<file path="src/rtl/nand_lab_pkg.sv">
// ============================================================================
//  Module      : nand_lab_pkg
//  Description : Shared types, constants and helpers for the NAND reduction lab.
//  Revision    : 1.0 - initial release
// ============================================================================
`default_nettype none

package nand_lab_pkg;

  typedef enum logic [1:0] {
    MODE_AND  = 2'b00,
    MODE_NAND = 2'b01,
    MODE_OR   = 2'b10,
    MODE_NOR  = 2'b11
  } mode_e;

  typedef struct packed {
    logic in_inv;
    logic out_inv;
  } inv_t;

  localparam int TXN_COUNT_W = 16;

  // OR/NOR are AND/NAND with De Morgan inversion on the inputs.
  function automatic inv_t mode_decode(input mode_e m);
    logic [1:0] mb;
    inv_t       r;
    mb        = m;
    r.in_inv  = mb[1];
    r.out_inv = mb[1] ^ mb[0];
    return r;
  endfunction

  function automatic int level_nodes(input int w, input int l);
    int n;
    n = w;
    for (int k = 0; k < l; k++) n = (n + 1) / 2;
    return n;
  endfunction

  function automatic int level_off(input int w, input int l);
    int s;
    s = 0;
    for (int k = 0; k < l; k++) s += level_nodes(w, k);
    return s;
  endfunction

endpackage

`default_nettype wire

</file>
<file path="src/rtl/nand2_and.sv">
// ============================================================================
//  Module      : nand2_and
//  Description : 2-input AND built from a NAND followed by a self-NAND.
//  Revision    : 1.0 - initial release
// ============================================================================
`default_nettype none

module nand2_and (
  input  logic a_i,
  input  logic b_i,
  output logic y_o
);

  logic w_nand;

  assign w_nand = ~(a_i & b_i);
  assign y_o    = ~(w_nand & w_nand);

endmodule

`default_nettype wire

</file>
<file path="src/rtl/nand_reduce_pipe.sv">
// ============================================================================
//  Module      : nand_reduce_pipe
//  Description : Pipelined WIDTH-input AND/NAND/OR/NOR reduction made of NAND2
//                nodes, valid/ready stream with global stall.
//                Optional macro NAND_REDUCE_COUNT_EN enables txn_count.
//  Revision    : 1.0 - initial release
// ============================================================================
`default_nettype none

module nand_reduce_pipe
  import nand_lab_pkg::*;
#(
  parameter int WIDTH = 8
) (
  input  logic                   clk,
  input  logic                   rst,
  input  logic                   in_valid,
  output logic                   in_ready,
  input  logic [WIDTH-1:0]       in_data,
  input  logic [1:0]             in_mode,
  output logic                   out_valid,
  input  logic                   out_ready,
  output logic                   out_data,
  output logic [TXN_COUNT_W-1:0] txn_count
);

  localparam int LEVELS = $clog2(WIDTH);
  // All tree levels (stage 0 .. LEVELS) packed back to back in one vector.
  localparam int TOTAL  = level_off(WIDTH, LEVELS + 1);

  logic             w_en;
  logic [TOTAL-1:0] tree_q, tree_d;
  logic [LEVELS:0]  valid_q, valid_d;
  mode_e            mode_q [LEVELS+1];
  mode_e            mode_d [LEVELS+1];
  inv_t             w_in_dec, w_out_dec;
  logic             w_last;
  logic             w_unused;

  assign w_en      = out_ready | ~out_valid;
  assign in_ready  = w_en;
  assign out_valid = valid_q[LEVELS];
  assign valid_d   = {valid_q[LEVELS-1:0], in_valid};

  assign w_in_dec  = mode_decode(mode_e'(in_mode));
  assign w_out_dec = mode_decode(mode_q[LEVELS]);
  assign w_unused  = w_in_dec.out_inv ^ w_out_dec.in_inv;

  always_comb begin
    mode_d[0] = mode_e'(in_mode);
    for (int k = 1; k <= LEVELS; k++) mode_d[k] = mode_q[k-1];
  end

  genvar b, l, j;
  for (b = 0; b < WIDTH; b++) begin : g_in
    logic w_self_nand;
    assign w_self_nand = ~(in_data[b] & in_data[b]);
    assign tree_d[b]   = w_in_dec.in_inv ? w_self_nand : in_data[b];
  end

  for (l = 1; l <= LEVELS; l++) begin : g_lvl
    localparam int NIN     = level_nodes(WIDTH, l - 1);
    localparam int NOUT    = level_nodes(WIDTH, l);
    localparam int OFF_IN  = level_off(WIDTH, l - 1);
    localparam int OFF_OUT = level_off(WIDTH, l);
    for (j = 0; j < NOUT; j++) begin : g_node
      if (2 * j + 1 < NIN) begin : g_pair
        nand2_and u_and (
          .a_i (tree_q[OFF_IN + 2*j]),
          .b_i (tree_q[OFF_IN + 2*j + 1]),
          .y_o (tree_d[OFF_OUT + j])
        );
      end else begin : g_pad
        // Odd leftover node: pad with the AND identity.
        nand2_and u_and (
          .a_i (tree_q[OFF_IN + 2*j]),
          .b_i (1'b1),
          .y_o (tree_d[OFF_OUT + j])
        );
      end
    end
  end

  always_ff @(posedge clk) begin
    if (rst) begin
      tree_q  <= '0;
      valid_q <= '0;
      for (int k = 0; k <= LEVELS; k++) mode_q[k] <= MODE_AND;
    end else if (w_en) begin
      tree_q  <= tree_d;
      valid_q <= valid_d;
      for (int k = 0; k <= LEVELS; k++) mode_q[k] <= mode_d[k];
    end
  end

  assign w_last   = tree_q[TOTAL-1];
  assign out_data = w_out_dec.out_inv ? ~(w_last & 1'b1) : w_last;

`ifdef NAND_REDUCE_COUNT_EN
  logic [TXN_COUNT_W-1:0] count_q;

  always_ff @(posedge clk) begin
    if (rst) begin
      count_q <= '0;
    end else if (out_valid && out_ready && (count_q != {TXN_COUNT_W{1'b1}})) begin
      count_q <= count_q + {{(TXN_COUNT_W-1){1'b0}}, 1'b1};
    end
  end

  assign txn_count = count_q;
`else
  assign txn_count = '0;
`endif

endmodule

`default_nettype wire

</file>
<file path="config.mk">
export PLATFORM = sky130hd
export DESIGN_NAME = nand_reduce_pipe
export DESIGN_NICKNAME = d
export VERILOG_FILES = /design/src/rtl/nand_lab_pkg.sv /design/src/rtl/nand2_and.sv /design/src/rtl/nand_reduce_pipe.sv
export SDC_FILE = /design/constraint.sdc
export NUM_CORES = 1
export LEC_CHECK = 0
export ABC_AREA = 0
export BUFFER_PORTS_ARGS = -buffer_cell sky130_fd_sc_hd__buf_4
export CELL_PAD_IN_SITES_DETAIL_PLACEMENT = 1
export CELL_PAD_IN_SITES_GLOBAL_PLACEMENT = 2
export CORE_UTILIZATION = 30
export DETAILED_ROUTE_END_ITERATION = 10
export HOLD_SLACK_MARGIN = 0.05
export PLACE_DENSITY_LB_ADDON = 0.1
export SETUP_SLACK_MARGIN = 0.5
export SYNTH_ARGS = -nofsm -noshare
export SYNTH_HDL_FRONTEND = slang
export SYNTH_SLANG_ARGS = --single-unit
</file>
<file path="constraint.sdc">
create_clock -name clk -period 1.3 [get_ports clk]
set_input_delay 0 -clock clk [delete_from_list [all_inputs] [get_ports clk]]
set_output_delay 0 -clock clk [all_outputs]
set_load 0.05 [all_outputs]
</file>
==> impl_summary.txt, run 1 <==
----------------------------------------------------
[Status]
  Status ... finished clean

[Power and ir drop]
  Peak supply drop ... just under 0.4 mV
  Total Power Consumption ... 1.732 mW
  Total power density per cell area ... 934.5 nW/um2
  Fraction of power consumed by sequential logic ... 54.3%
  Internal power ... 1.242 mW
  Static leakage power ... 0.7887 nW
  Share of total power in combinational logic ... 18.4%
  Clock network fraction of design power ... 27.3%
  Switching component of the power ... 0.4902 mW
  Proportion of total power due to net switching ... about 28%

[Layout]
  Layout Area Growth over Synthesis ... 50.66%
  Final #Nets ... 164
  Fraction of final layout cells with drive strength greater than 1 ... approximately 58%
  Cell area after layout ... 1853 um2
  Number of antenna cells inserted ... 0

[Yosys]
  Number of library cell types mapped by synthesis ... 17
  Cells after synthesis ... 120
  Yosys warning total ... 0
  Post-synthesis sequential area ratio ... 50.46%
  Average instance area after synthesis ... 10.25 um2
  Flip-flop and latch count after synthesis ... 27
  Synthesized area ... 1230 um2

[Detailed routing]
  Number of vias after detailed routing ... roughly 860
  Detailed-router iteration count before antenna repair ... 2
  Avg Vias per Cell ... 4.340
  Post-route antenna net violation count ... 0
  Starting DRC count in detailed routing ... 19
  Remaining DRCs ... 0
  Wire per inst ... roughly 13 um
  Sum of routed wire length over all layers ... 2469 um

[Clocking]
  Maximum clock insertion buffer count ... 2
  Clock latency of the later-clocked register in the worst-skew pair ... approximately 0.27 ns
  CTS root buffer ... sky130_fd_sc_hd__clkbuf_8
  Number of clock sinks ... 27
  TritonCTS clock tree ... built
  Number of CTS-inserted buffers ... 3
  Clock slew at reported path FFs ... approximately 0.090 ns
  CTS H-tree lvls ... 1

[Placed design]
  Worst setup slack after placement ... between 0.1 and 0.15 ns
  Post-DP Area ... between 1000 and 1500 um2
  DP HPWL ... 1405 um
  Placer Congestion ... approximately 0.7
  Count of input and output buffers ... 16

[Critical path]
  Worst endpoint required time ... about 1.3 ns
  Crit-path cells ... xnor2_2, xnor2_4, buf_6
  Top cell family by delay on the critical path ... flip-flops
  Timing startpoint of the critical path ... mode_q[0][7]
  Type of element capturing the critical path ... output pin
  Classification of the worst setup path ... reg2out
  R2r startpoint ... valid_q[3]
  Data arrival time of the worst path ... 1.28 ns
  Worst setup SP type ... flip-flop
  Slowest cell on the critical path ... sky130_fd_sc_hd__edfxtp_1
  CP Buf/Inv Count ... 1
  Crit path largest cell delay ... approximately 0.42 ns
  Max Fanout on Critical Path ... 1

[STA]
  Final hold violation count ... 0
  Setup skew after layout ... 0.003926 ns
  Highest attainable clock frequency ... 781.7 MHz
  Hold WS ... 0.03672 ns
  Max Slew Vio Count ... 0
  Unrepaired setup endpoints after global routing ... true
  Final critical path time including I/O delays and setup ... 1.279 ns
  Worst setup margin ... 0.02073 ns
  Final Setup Violations ... 0
  Part of the cycle the worst path needs ... 98.41%

[Die]
  Number of placed I/O pins ... 33
  Chip height ... 66.03 um
  X dimension of the die ... 66.03 um
  Placeable core region ... 3799 um2
  Starting density of the core ... 32.38%
  DIE AREA ... 4360 um2
  Row count ... 22

[Global route]
  Global-route wire length before repair ... 4119 um
  Total gr overflow ... 0
  Number of global-route vias before repair ... ~830
  Maximum number of pins on one net before global-route repair ... 20
  Initial antenna violation count ... 0
  Overall track demand over capacity in global routing ... 12.73%

[Run]
  Max-cap violations ... 0

[Min path]
  Source of the worst hold timing path ... in_data[0]
  Worst hold path type ... in2reg

----------------------------------------------------
[repair_timing]
| action | 4_1_cts | 5_1_grt |
|---|---|---|
| resized for setup | 60 | 20 |
| hold endpoints to repair | 10 | 4 |
| pin swaps | 38 | 7 |
| endpoints found under the setup margin | 38 | 38 |
| cloned | 1 | 0 |
| hold buffers | 4 | 1 |
| buffers inserted | 8 | 0 |
[layer usage]
| metal | GRT usage, % | vias to the layer above | routed length (um) |
|---|---|---|---|
| met5 | 0 | - | 0 |
| met4 | 4.787 | 0 | 18 |
| met3 | 2.069 | 2 | 67 |
| met2 | 19.90 | 18 | 1139 |
| met1 | 17.46 | 415 | 1244 |
| li1 | - | 420 | - |
[cell usage in the layout (no fill, tap or decap), types with 4 or more instances in the layout]
cell	count
sky130_fd_sc_hd__a211oi_2	8
sky130_fd_sc_hd__a21oi_2	8
sky130_fd_sc_hd__and2_4	7
sky130_fd_sc_hd__buf_12	5
sky130_fd_sc_hd__buf_4	15
sky130_fd_sc_hd__conb_1	16
sky130_fd_sc_hd__dfxtp_1	18
sky130_fd_sc_hd__dlygate4sd3_1	5
sky130_fd_sc_hd__edfxtp_1	8
sky130_fd_sc_hd__nand2_1	4
sky130_fd_sc_hd__nand2_4	7
sky130_fd_sc_hd__nand3_2	6
sky130_fd_sc_hd__nor2_4	10
sky130_fd_sc_hd__xnor2_1	8
[stage by stage]
stage	instances	util, %	TNS [ns]
after floorplan	135	-	0
after global routing	197	48.78	-0.06552
after CTS	196	46.41	-0.004440
final	197	48.78	0
after global placement	179	35.94	0
after detailed placement	179	35.94	0
[power by group through the flow]
stage	registers [mW]	logic, mW	clock network [mW]
2_1_floorplan	0.941	0.248	0
6_report	0.941	0.319	0.472
5_1_grt	0.946	0.338	0.547
3_5_place_dp	0.943	0.262	0
4_1_cts	0.938	0.307	0.500
3_3_place_gp	0.942	0.260	0
[cells in the mapped netlist, drive strengths merged]
cell type	n	area, um2
nand2b	1	6.260
a211oi	8	100.1
inv	1	6.260
nand3	7	35.03
clkbuf	1	3.750
conb	1	3.750
nor2	11	41.29
nor2b	1	13.76
and2	8	50.05
edfxtp	8	240.2
xnor2	10	87.58
a21oi	10	50.05
nand2	13	48.80
dfxtp	19	380.4
buf	21	162.7
[flip-flops by register name, indices dropped and copies added (netlist names)]
register / flops
mode_q: 8
tree_q: 15
valid_q: 4
[worst min-delay path, cell delays in order]
cell	delay [ns]
sky130_fd_sc_hd__buf_4	0.08
sky130_fd_sc_hd__xnor2_1	0.12
sky130_fd_sc_hd__a211oi_2	0.07
[area by class of cell]
| class | instances | area, um2 |
|---|---|---|
| Fill cell | 410 | 1946 |
| Inverter | 1 | 20.02 |
| Clock buffer | 3 | 41.29 |
| Sequential cell | 27 | 624.3 |
| Tap cell | 48 | 60.06 |
| Multi-Input combinational cell | 85 | 749.5 |
| Clock inverter | 1 | 5.005 |
| Timing Repair inverter | 1 | 11.26 |
| Timing Repair Buffer | 31 | 341.6 |
[logic make-up after synthesis]
family | after synthesis | share of synthesized area [%]
XOR/XNOR | 10 | 7.121
flip-flops | 27 | 50.46
other | 1 | 0.3049
AND/OR/NAND/NOR | 41 | 15.87
buffers and inverters | 23 | 14.04
AO/OA/AOI/OAI | 18 | 12.21
[path summary, 6_finish.rpt]
path	to	slack (ns)	cells past startpoint
min reg2reg	valid_q[1]	0.48	2
min	tree_q[0]	0.04	3
max reg2reg	mode_q[0][1]	0.15	4
max	out_data	0.02	3
Power figures use the tool's default switching activity.
==> run 2: changes to the inputs <==
Settings changed: ABC_AREA 0 to 1, CORE_UTILIZATION 30 to 28.
==> impl_summary.txt, run 2 <==
----------------------------------------------------
[Yosys]
  EDFF count, synth ... 8 (unchanged)
  Share of async-settable or async-resettable flops after synthesis ... 0% (unchanged)
  Post-synthesis sequential area ratio ... 48.30% (-2.2 points)
  Proportion of netlist area held by the largest area contributor ... 29.60% (-1.3 points)
  Biggest area contributors in the synthesized netlist ... sky130_fd_sc_hd__dfxtp_1 30%, sky130_fd_sc_hd__nand2_1 25%, sky130_fd_sc_hd__edfxtp_1 19%, sky130_fd_sc_hd__buf_4 9.9%, sky130_fd_sc_hd__inv_1 8.5%
  Cells after synthesis ... 180 (+50%)
  Top flip-flop cell by instance count after synthesis ... sky130_fd_sc_hd__dfxtp_1
  Average instance area after synthesis ... 7.139 um2 (-30%)
  Library cell occupying the most area in the post-synthesis netlist ... sky130_fd_sc_hd__dfxtp_1
  Commonest cells in the netlist ... 85 x sky130_fd_sc_hd__nand2_1, 29 x sky130_fd_sc_hd__inv_1, 19 x sky130_fd_sc_hd__dfxtp_1
  Most common cell in the synthesized netlist ... sky130_fd_sc_hd__nand2_1
  Synthesized area ... 1285 um2 (+4.5%)
  Flip-flop and latch count after synthesis ... 27 (unchanged)
  Number of library cell types mapped by synthesis ... 15 (-2)
  Yosys warning total ... 0 (unchanged)

[Placed design]
  DP HPWL ... 1681 um (+20%)
  Placer Congestion ... 0.6451 (-5.2%)
  Count of input and output buffers ... 16 (unchanged)

[Clocking]
  Clock latency of the later-clocked register in the worst-skew pair ... 0.27 ns (about the same)
  Maximum clock insertion buffer count ... 2 (unchanged)
  CTS H-tree lvls ... 1 (unchanged)
  Number of CTS-inserted buffers ... 3 (unchanged)
  Clock slew at reported path FFs ... 0.10 ns (about the same)
  TritonCTS clock tree ... built
  CTS root buffer ... sky130_fd_sc_hd__clkbuf_8
  Number of clock sinks ... 27 (unchanged)

[Layout]
  Final core area utilization ... 43.44% (-5.3 points)
  Number of antenna cells inserted ... 0 (unchanged)
  Layout Area Growth over Synthesis ... 48.20%
  Fraction of final layout cells with drive strength greater than 1 ... 36.41% (-21 points)
  Most frequent cells in the layout ... 50 x sky130_fd_sc_hd__nand2_1, 34 x sky130_fd_sc_hd__nand2_2, 27 x sky130_fd_sc_hd__inv_1, 18 x sky130_fd_sc_hd__dfxtp_1, 16 x sky130_fd_sc_hd__conb_1
  Final #Nets ... 232 (+41%)
  Biggest register ... tree_q
  Flip-flop count of the largest register after layout ... 15 (unchanged)
  Most common library cell in the layout ignoring fill and taps ... sky130_fd_sc_hd__nand2_1
  Biggest registers after layout ... tree_q x15, mode_q x8, valid_q x4
  Number of fillers in the final layout ... 528 (+29%)

[STA]
  Part of the cycle the worst path needs ... 89.08% (-9.3 points)
  Final Setup Violations ... 0 (unchanged)
  Highest attainable clock frequency ... 863.6 MHz (+10%)
  Setup skew after layout ... 0.01324 ns (+0.009313 ns)
  Sum of negative setup slack ... 0 ns (unchanged)
  Final hold violation count ... 0 (unchanged)
  Unrepaired setup endpoints after global routing ... true
  Final critical path time including I/O delays and setup ... 1.158 ns (-0.1213 ns)
  Max Slew Vio Count ... 0 (unchanged)

[Global route]
  Overall track demand over capacity in global routing ... 12.47% (-0.26 points)
  Maximum number of pins on one net before global-route repair ... 16 (-20%)
  Initial antenna violation count ... 0 (unchanged)
  Number of global-route vias before repair ... 1071 (+29%)
  Global-route wire length before repair ... 4809 um (+17%)
  Total gr overflow ... 0 (unchanged)

[Critical path]
  Worst endpoint required time ... 1.30 ns (about the same)
  Max Fanout on Critical Path ... 2 (+1)
  Classification of the worst setup path ... reg2out
  Type of element capturing the critical path ... output pin
  Worst setup SP type ... flip-flop
  Data arrival time of the worst path ... 1.16 ns (-0.12 ns)

[Die]
  DIE AREA ... 4864 um2 (+12%)
  Chip height ... 69.75 um (+5.6%)
  Starting density of the core ... 29.31% (-3.1 points)
  X dimension of the die ... 69.75 um (+5.6%)
  Placeable core region ... 4384 um2 (+15%)
  Number of placed I/O pins ... 33 (unchanged)
  Row count ... 24 (+9.1%)

[Detailed routing]
  Wire per inst ... 10.89 um (-13%)
  Number of vias after detailed routing ... 1106 (+29%)
  Remaining DRCs ... 0 (unchanged)
  Post-route antenna net violation count ... 0 (unchanged)
  Sum of routed wire length over all layers ... 2929 um (+19%)
  Detailed-router iteration count before antenna repair ... 3 (+1)
  Avg Vias per Cell ... 4.112 (-5.3%)
  Starting DRC count in detailed routing ... 56 (+37)

[Power and ir drop]
  Static leakage power ... 0.9746 nW (+24%)
  Peak supply drop ... 0.4203 mV (+8.4%)
  Total power density per cell area ... 907.3 nW/um2 (-2.9%)

[Run]
  Max-cap violations ... 0 (unchanged)

[Status]
  Status ... finished clean

[Min path]
  Worst hold path type ... in2reg

----------------------------------------------------
[run 2: cell types whose count changed in the layout (fill, tap and decap cells not counted), moves of 5 or more]
cell	change
sky130_fd_sc_hd__nand2_2	+32
sky130_fd_sc_hd__nand3_2	-5
sky130_fd_sc_hd__nand2_4	-6
sky130_fd_sc_hd__a21oi_2	-7
sky130_fd_sc_hd__inv_1	+27
sky130_fd_sc_hd__xnor2_1	-8
sky130_fd_sc_hd__and2_4	-7
sky130_fd_sc_hd__dlygate4sd3_1	+5
sky130_fd_sc_hd__nor2_4	-8
sky130_fd_sc_hd__nand2_1	+46
sky130_fd_sc_hd__a211oi_2	-8
[run 2: critical path: stages, from the launching register on]
cell and delay [ns]:
sky130_fd_sc_hd__edfxtp_1 0.43, sky130_fd_sc_hd__inv_2 0.07, sky130_fd_sc_hd__nand2_2 0.05, sky130_fd_sc_hd__nand2_2 0.07, sky130_fd_sc_hd__nand2_2 0.05, sky130_fd_sc_hd__nand2_2 0.07
sky130_fd_sc_hd__buf_8 0.14
[run 2: cells by family after synthesis]
kind of cell	share of synthesized area [%]
buffers and inverters	19.47
AOI/OAI and AO/OA	1.460
and+or+nand+nor	30.48
other	0.2918
DFF	48.30
[run 2: metal layers]
metal | GRT usage (%) | vias up | wire, um
met5 | 0 | - | 0
met1 | 14.90 | 516 | 1286
met4 | 4.667 | 0 | 29
li1 | - | 570 | -
met3 | 2.180 | 2 | 57
met2 | 22.22 | 18 | 1555
[run 2: through the flow]
| stage | cell area (um2) | total power [mW] | hold slack (ns) | worst slack (ns) | cells |
|---|---|---|---|---|---|
| after floorplan | 1370 | 1.158 | 0.05936 | 0.2292 | 195 |
| after global placement | 1421 | 1.175 | 0.2033 | 0.2955 | 245 |
| after detailed placement | 1421 | 1.182 | 0.2075 | 0.2795 | 245 |
| after CTS | 1809 | 1.718 | 0.05286 | 0.1571 | 268 |
| after global routing | 1904 | 1.804 | 0.07709 | 0.03744 | 269 |
| final | 1904 | 1.728 | 0.04110 | 0.1420 | 269 |
[run 2: final timing paths]
check                    start    endpoint  slack, ns  cells after the start
setup / recovery  mode_q[0][6]    out_data       0.14                      6
hold / removal      in_data[0]   tree_q[0]       0.04                      5
setup reg to reg    valid_q[3]  tree_q[13]       0.19                      5
hold reg to reg     tree_q[10]  tree_q[10]       0.45                      2
[run 2: final cells by class]
class	count	area, um2	share of cell area [%]
Sequential cell	27	624.3	32.79
Clock inverter	1	5.005	0.2628
Tap cell	52	65.06	3.417
Inverter	30	115.1	6.045
Multi-Input combinational cell	120	639.4	33.57
Clock buffer	3	41.29	2.168
Timing Repair Buffer	36	414.1	21.75
[run 2: where the power goes]
group	internal (mW)	switching [mW]
logic	0.109	0.222
registers	0.898	0.0204
clock network	0.215	0.264
total	1.22	0.506
[run 2: repair_timing]
action,4_1_cts,5_1_grt
endpoints found under the hold margin,10,0
pin swaps,16,16
setup endpoints to repair,37,38
buffers inserted,5,1
hold buffers,10,0
gates cloned,4,0
resized for setup,41,24
==> run 3: changes to the inputs <==
Settings changed: MAX_ROUTING_LAYER set to met4, SLEW_MARGIN set to 20.
==> impl_summary.txt, run 3 (synthesis gave the netlist of run 2 again) <==
----------------------------------------------------
[Placed design]
  DP HPWL ... 1681 um (unchanged)
  Count of input and output buffers ... 16 (unchanged)
  Post-DP Area ... 1421 um2 (unchanged)
  Worst setup slack after placement ... 0.2795 ns (unchanged)
  Placer Congestion ... 0.6507 (+0.87%)

[Layout]
  Number of antenna cells inserted ... 0 (unchanged)
  Flip-flop count of the largest register after layout ... 15 (unchanged)
  Biggest register ... tree_q
  Most frequent cells in the layout ... 50 x sky130_fd_sc_hd__nand2_1, 34 x sky130_fd_sc_hd__nand2_2, 27 x sky130_fd_sc_hd__inv_1, 18 x sky130_fd_sc_hd__dfxtp_1, 16 x sky130_fd_sc_hd__conb_1
  Most common library cell in the layout ignoring fill and taps ... sky130_fd_sc_hd__nand2_1
  Cell area after layout ... 1904 um2 (unchanged)
  Fraction of final layout cells with drive strength greater than 1 ... 36.41% (unchanged)
  Layout Area Growth over Synthesis ... 48.20% (unchanged)
  Biggest registers after layout ... tree_q x15, mode_q x8, valid_q x4
  Final #Nets ... 232 (unchanged)

[Global route]
  Total gr overflow ... 0 (unchanged)
  Global-route wire length before repair ... 4809 um (unchanged)
  Maximum number of pins on one net before global-route repair ... 16 (unchanged)
  Initial antenna violation count ... 0 (unchanged)
  Number of global-route vias before repair ... 1071 (unchanged)
  Overall track demand over capacity in global routing ... 12.82% (+0.35 points)

[Critical path]
  Slowest cell on the critical path ... sky130_fd_sc_hd__edfxtp_1
  Stages on worst setup path ... 6 (unchanged)
  Classification of the worst setup path ... reg2out
  Critical path's most frequent cell ... sky130_fd_sc_hd__nand2_2
  Worst endpoint required time ... 1.30 ns (about the same)
  Data arrival time of the worst path ... 1.15 ns (about the same)
  CP Buf/Inv Count ... 2 (unchanged)
  Number of cells on the worst reg-to-reg path ... 5 (unchanged)
  Top cell family by delay on the critical path ... flip-flops
  Max Fanout on Critical Path ... 2 (unchanged)
  Type of element capturing the critical path ... output pin
  Worst setup SP type ... flip-flop
  Crit-path cells ... inv_2, nand2_2, nand2_2, nand2_2, nand2_2, buf_8
  Crit path largest cell delay ... 0.43 ns (about the same)

[STA]
  Highest attainable clock frequency ... 867.9 MHz (+0.50%)
  Max Slew Vio Count ... 0 (unchanged)
  Final Setup Violations ... 0 (unchanged)
  Unrepaired setup endpoints after global routing ... true
  Final hold violation count ... 0 (unchanged)
  Worst setup margin ... 0.1478 ns (+0.005812 ns)
  Part of the cycle the worst path needs ... 88.63% (-0.45 points)
  Final critical path time including I/O delays and setup ... 1.152 ns (-0.005812 ns)
  Sum of negative setup slack ... 0 ns (unchanged)
  Setup skew after layout ... 0.009367 ns (-0.003872 ns)

[Power and ir drop]
  Peak supply drop ... 0.4102 mV (-2.4%)
  Static leakage power ... 0.9746 nW (unchanged)
  Total power density per cell area ... 904.0 nW/um2 (-0.37%)

[Clocking]
  Clock latency of the later-clocked register in the worst-skew pair ... 0.27 ns (about the same)
  CTS root buffer ... sky130_fd_sc_hd__clkbuf_8
  Clock slew at reported path FFs ... 0.10 ns (about the same)
  CTS H-tree lvls ... 1 (unchanged)
  Number of CTS-inserted buffers ... 3 (unchanged)
  TritonCTS clock tree ... built
  Number of clock sinks ... 27 (unchanged)
  Maximum clock insertion buffer count ... 2 (unchanged)

[Die]
  X dimension of the die ... 69.75 um (unchanged)
  Placeable core region ... 4384 um2 (unchanged)
  Row count ... 24 (unchanged)
  Number of placed I/O pins ... 33 (unchanged)
  Starting density of the core ... 29.31% (unchanged)
  Chip height ... 69.75 um (unchanged)
  DIE AREA ... 4864 um2 (unchanged)

[Detailed routing]
  Number of vias after detailed routing ... 1096 (-0.90%)
  Detailed-router iteration count before antenna repair ... 2 (-1)
  Wire per inst ... 10.86 um (-0.31%)
  Post-route antenna net violation count ... 0 (unchanged)
  Remaining DRCs ... 0 (unchanged)
  Starting DRC count in detailed routing ... 49 (-13%)
  Avg Vias per Cell ... 4.074 (-0.90%)
  Sum of routed wire length over all layers ... 2920 um (-0.31%)

[Min path]
  Worst hold path type ... in2reg
  Worst hold stages ... 5 (unchanged)

[Run]
  Max-cap violations ... 0 (unchanged)

[Status]
  Status ... finished clean

----------------------------------------------------
-- run 3: cell counts in the layout (fill, tap and decap cells not counted) --
No cell type changed its count.
-- run 3: repair_timing --
item                                    CTS  global route
buffers inserted                          5             1
cloned                                    4             0
endpoints found under the setup margin   37            38
hold buffers                             10             0
endpoints found under the hold margin    10             0
gates resized for setup                  41            24
pin swaps                                16            16
-- run 3: per-stage QoR --
| stage | total power, mW | util (%) | hold slack (ns) | cells |
|---|---|---|---|---|
| floorplan | 1.158 | - | 0.05936 | 195 |
| global placement | 1.175 | 32.42 | 0.2033 | 245 |
| detailed placement | 1.182 | 32.42 | 0.2075 | 245 |
| CTS | 1.718 | 41.27 | 0.05286 | 268 |
| global route | 1.807 | 43.44 | 0.07709 | 269 |
| finish | 1.721 | 43.44 | 0.04031 | 269 |
-- run 3: power breakdown --
group	internal, mW	leakage, nW	switching [mW]	total, mW
logic	0.109	0.697	0.222	0.331
clock network	0.215	0.0255	0.258	0.472
registers	0.898	0.252	0.0205	0.918
-- run 3: per-layer routing --
metal  global-route usage, %  part of all wire [%]  vias up
li1                        -                     -      567
met1                   14.90                    45      509
met2                   22.22                    52       18
met3                   2.180                   2.0        2
met4                   4.667                   1.1        0
met5                       -                     0        -
-- run 3: cell type report --
type,instances,area [um2]
multi-input cells,120,639.4
clock inverters,1,5.005
fillers,528,2480
well taps,52,65.06
clock buffers,3,41.29
inverters,30,115.1
repair buffers,36,414.1
flip-flops and latches,27,624.3
-- run 3: final timing paths --
check	from	endpoint	slack [ns]
worst max-delay path	mode_q[0][6]	out_data	0.15
worst min-delay path	in_data[0]	tree_q[0]	0.04
worst max register to register	valid_q[3]	tree_q[13]	0.19
worst min register to register	tree_q[10]	tree_q[10]	0.45
-- run 3: worst min-delay path, cell delays in order --
cell                      delay, ns
sky130_fd_sc_hd__buf_4         0.08
sky130_fd_sc_hd__nand2_1       0.04
sky130_fd_sc_hd__nand2_1       0.07
sky130_fd_sc_hd__nand2_2       0.04
sky130_fd_sc_hd__nand2_1       0.04
